### config.mk
export PLATFORM = sky130hd
export DESIGN_NAME = gcm_ctr_block_gen
export DESIGN_NICKNAME = d
export VERILOG_FILES = /design/src/rtl/gcm_ctr_block_gen.sv
export SDC_FILE = /design/constraint.sdc
export NUM_CORES = 1
export LEC_CHECK = 0
export CORE_MARGIN = 2
export CORE_UTILIZATION = 29
export DETAILED_ROUTE_END_ITERATION = 10
export PLACE_DENSITY_LB_ADDON = 0.15
export SYNTH_ARGS = -nofsm -noshare
export SYNTH_HDL_FRONTEND = slang
export SYNTH_SLANG_ARGS = --single-unit
### constraint.sdc
create_clock -name clk -period 2.5 [get_ports clk]
set_clock_uncertainty 0.1 [all_clocks]
set_input_delay 0.375 -clock clk [delete_from_list [all_inputs] [get_ports clk]]
set_output_delay 0.375 -clock clk [all_outputs]
set_load 0.02 [all_outputs]
### src/rtl/gcm_ctr_block_gen.sv
// GCM counter-block generator: emits J0 followed by CB_1..CB_N (inc32 of J0)
// to the AES input over a valid/ready handshake.
module gcm_ctr_block_gen #(
    parameter int NB_W = 32
) (
    input  logic            clk,
    input  logic            rst,
    input  logic            start,
    input  logic            j0_full,
    input  logic [127:0]    j0_in,
    input  logic [NB_W-1:0] num_blocks,
    output logic            out_valid,
    input  logic            out_ready,
    output logic [127:0]    out_block,
    output logic            out_is_j0,
    output logic [NB_W-1:0] out_idx,
    output logic            busy,
    output logic            done
);

    localparam logic [1:0] ST_IDLE     = 2'd0;
    localparam logic [1:0] ST_EMIT_J0  = 2'd1;
    localparam logic [1:0] ST_EMIT_CTR = 2'd2;

    logic [1:0]      state;
    logic [NB_W-1:0] n_lat;
    logic            hs;

    // Only the low 32-bit word counts; the upper 96 bits never see a carry.
    function automatic logic [127:0] inc32(input logic [127:0] blk);
        return {blk[127:32], blk[31:0] + 32'd1};
    endfunction

    function automatic logic [127:0] form_j0(input logic full, input logic [127:0] j0);
        return full ? j0 : {j0[127:32], 32'h0000_0001};
    endfunction

    assign hs = out_valid & out_ready;

    always_ff @(posedge clk) begin
        if (rst) begin
            state     <= ST_IDLE;
            n_lat     <= '0;
            out_valid <= 1'b0;
            out_block <= '0;
            out_is_j0 <= 1'b0;
            out_idx   <= '0;
            busy      <= 1'b0;
            done      <= 1'b0;
        end else begin
            done <= 1'b0;
            case (state)
                ST_IDLE: begin
                    if (start) begin
                        out_block <= form_j0(j0_full, j0_in);
                        n_lat     <= num_blocks;
                        out_idx   <= '0;
                        out_is_j0 <= 1'b1;
                        out_valid <= 1'b1;
                        busy      <= 1'b1;
                        state     <= ST_EMIT_J0;
                    end
                end
                ST_EMIT_J0: begin
                    if (hs) begin
                        out_is_j0 <= 1'b0;
                        if (n_lat == '0) begin
                            out_valid <= 1'b0;
                            busy      <= 1'b0;
                            done      <= 1'b1;
                            state     <= ST_IDLE;
                        end else begin
                            out_block <= inc32(out_block);
                            out_idx   <= {{(NB_W-1){1'b0}}, 1'b1};
                            state     <= ST_EMIT_CTR;
                        end
                    end
                end
                ST_EMIT_CTR: begin
                    // Compare before incrementing so N = 2^NB_W-1 ends without wrapping out_idx.
                    if (hs) begin
                        if (out_idx == n_lat) begin
                            out_valid <= 1'b0;
                            busy      <= 1'b0;
                            done      <= 1'b1;
                            state     <= ST_IDLE;
                        end else begin
                            out_block <= inc32(out_block);
                            out_idx   <= out_idx + {{(NB_W-1){1'b0}}, 1'b1};
                        end
                    end
                end
                default: begin
                    out_valid <= 1'b0;
                    busy      <= 1'b0;
                    state     <= ST_IDLE;
                end
            endcase
        end
    end

endmodule
==> impl_metrics.json <==
{
  "die_area_mm2": 0.0326,
  "io_buffers": 328,
  "critPathKind": "reg -> reg",
  "die_w_um": 181,
  "period_share": 0.976,
  "synthXorXnorAreaFrac": 0.0368,
  "finalHoldViolations": 0,
  "core.rowCount": 64,
  "post-dp-hpwl_mm": 24.7,
  "critPathTopFamily": "compound AO/OA/AOI/OAI gates",
  "ant_nets": 0,
  "yosys.area_share.simple": 0.255,
  "fp.dieH_um": 181,
  "wire_per_inst_um": 18.2,
  "syn-mean-instance-area_um2": 7.89,
  "synth_top_family_by_area": "simple AND/OR/NAND/NOR gates",
  "grt_pass1_vias": 9282,
  "coreArea_mm2": 0.0307,
  "clock_latency_ns": 0.45,
  "muxShareOfSynthArea": 0,
  "ys_types": 64,
  "crit_path_top_delay_cell": "o31ai_4",
  "synth_compound_area_frac": 0.209,
  "peakVddDrop_mv": 0.467,
  "via_per_inst": 5.16,
  "slowest_delay_ns": 0.47,
  "cp_cell_sequence": "xor2_1, nor4_2, buf_4, nand4_1, o31ai_4, buf_12, buf_12, a21oi_1, o31ai_1",
  "final_util": 0.462,
  "root_buffer": "clkbuf_16",
  "maxCapViolations": 0,
  "synth_seq_cells": 197,
  "grtUsageTotal": 0.202,
  "critPathArrivalTime_ns": 2.70,
  "syn_area_mm2": 0.00905,
  "grt_max_degree": 86,
  "power.density_mw_per_mm2": 1000,
  "slew_headroom": 0.489,
  "cpMostUsedCell": "buf_12",
  "whs_ns": 0.350,
  "remaining_drc_errors": 0,
  "hp-class": "reg -> reg",
  "drive_gt1_frac": 0.119,
  "slew_viol_final": 0,
  "total_power_mw": 14.2,
  "drt-initial-drc-count": 529,
  "tightest_slew_ns": 0.767,
  "grt-ovfl-total": 0,
  "num_vias": 9873,
  "nNetsFinal": 1675,
  "crit_buf_inv": 3,
  "setup_violations": 0,
  "dr.pass1.iters": 5,
  "ys.flop_type": "dfxtp_1",
  "start_util": 0.295,
  "htreeDepth": 4,
  "grt_first_pass_wirelength_mm": 53.0,
  "synth_edf_count": 0,
  "period_needed_ns": 2.44,
  "area_growth_pct": 56.5,
  "cp.required_ns": 2.76,
  "cts_tree": "built",
  "syn_inst": 1147,
  "crit_path_end_kind": "register",
  "worst_setup_path_start_kind": "register",
  "yosysWarnings": 0,
  "holdBufCountCts": 0,
  "ios": 329,
  "cts_buffers": 17,
  "fin_setup_tns_ns": 0,
  "wirelength_mm": 34.8,
  "fmax_mhz": 410,
  "gp_congestion": 0.812,
  "n_antenna_cell": 0,
  "synthAdderAreaFrac": 0.00830,
  "place_area_mm2": 0.0133,
  "p_leak_nw": 5.18,
  "async_reset_ff_frac": 0,
  "rsz0062_at_grt": "yes",
  "cts.sinks": 197,
  "antenna_found_initial": 0,
  "worst-path-max-fanout": 17,
  "clk_path_buf_depth": 2,
  "status": "complete, no violations",
  "seq_area_frac_synth": 0.436,
  "final_cell_area_mm2": 0.0142,
  "clk_pin_slew_worst_paths_ns": 0.08,
  "syn_nets": 1318
}
## sequential cells by signal, summed over array words and instances (netlist names)
signal	cells
n_lat	32
out_is_j0	1
done	1
busy	1
out_block	128
state	2
out_idx	32
## power by group
| part | internal, mW | switching, mW |
|---|---|---|
| combinational | 3.10 | 3.98 |
| clock | 1.48 | 1.34 |
| sequential | 3.77 | 0.490 |
## cell type report
class / count / area, µm²
tap: 396 / 495
clock buffer: 21 / 470
timing repair buffer: 429 / 4320
fill: 2983 / 16500
clock inverter: 11 / 115
multi-input combinational: 841 / 4750
sequential: 197 / 3950
inverter: 18 / 68.8
## layout by cell type, fill, tap and decap left out, types with 18 or more instances in the layout
cell,instances
nor3_1,19
dfxtp_1,191
clkdlybuf4s50_1,327
nand3_1,124
o21ai_0,36
nor2_1,32
nand2_1,212
buf_4,80
o31ai_1,18
clkbuf_16,21
a21oi_1,184
xor2_1,32
## path summary, 6_finish.rpt
| path | slack (ns) | startpoint | depth (start not counted) | end |
|---|---|---|---|---|
| hold reg to reg | 0.35 | out_block[49] | 2 | out_block[49] |
| setup / recovery | 0.06 | n_lat[16] | 9 | out_block[8] |
| hold / removal | 0.35 | out_block[49] | 2 | out_block[49] |
| setup reg to reg | 0.06 | n_lat[16] | 9 | out_block[8] |
## stage by stage
step	setup WS, ns	cells
5_1_grt	-0.0412	1913
3_5_place_dp	-0.194	1874
4_1_cts	0.00806	1907
6_report	0.0599	1913
3_3_place_gp	-0.114	1874
2_1_floorplan	0.0362	1147
## kinds of logic (layout without fill, tap and decap cells)
group,after synthesis,in the layout
buffers and inverters,109,479
flip-flops,197,197
AND/OR/NAND/NOR,478,478
XOR/XNOR,38,38
AO/OA/AOI/OAI,319,319
adder cells (fa/ha/maj),6,6
## worst reg2reg max path, cell delays in order, from the launching register on
cell and delay, ns:
dfxtp_2 0.35, xor2_1 0.17, nor4_2 0.33, buf_4 0.17
nand4_1 0.19, o31ai_4 0.47, buf_12 0.20, buf_12 0.14
a21oi_1 0.05, o31ai_1 0.19
## repair_timing
action                                  in CTS  in global routing
gates cloned                                 0                  4
pin swaps                                    1                  8
setup buffers                                1                  2
endpoints found under the setup margin       2                 52
gates resized for setup                      3                 28
## Yosys cell counts, drive strengths merged (3+ instances only)
master,number,area [µm²]
a211oi,21,163
a21oi,184,921
a221oi,7,61.3
a311oi,11,96.3
a31oi,7,43.8
and2,5,32.5
and3,8,51.3
and4,6,55.1
buf,15,125
clkbuf,75,292
dfxtp,197,3940
ha,6,75.1
inv,17,63.8
nand2,214,811
nand2b,3,18.8
nand3,124,621
nand4,19,153
nor2,33,124
nor2b,3,18.8
nor3,19,95.1
nor4,23,174
o21a,4,30.0
o21ai,43,215
o31a,3,27.5
o31ai,20,169
o41ai,3,26.3
or3,3,18.8
or4,15,113
xnor2,6,52.6
xor2,32,280
## per-layer routing
layer / wire (µm) / GRT usage / share of wire / vias to the layer above
li1: - / - / - / 4828
met1: 15300 / 0.264 / 0.44 / 4685
met2: 16500 / 0.328 / 0.48 / 332
met3: 2470 / 0.0586 / 0.071 / 28
met4: 453 / 0.0477 / 0.013 / 0
met5: 0 / 0 / 0 / -
Power figures use the tool's default switching activity.
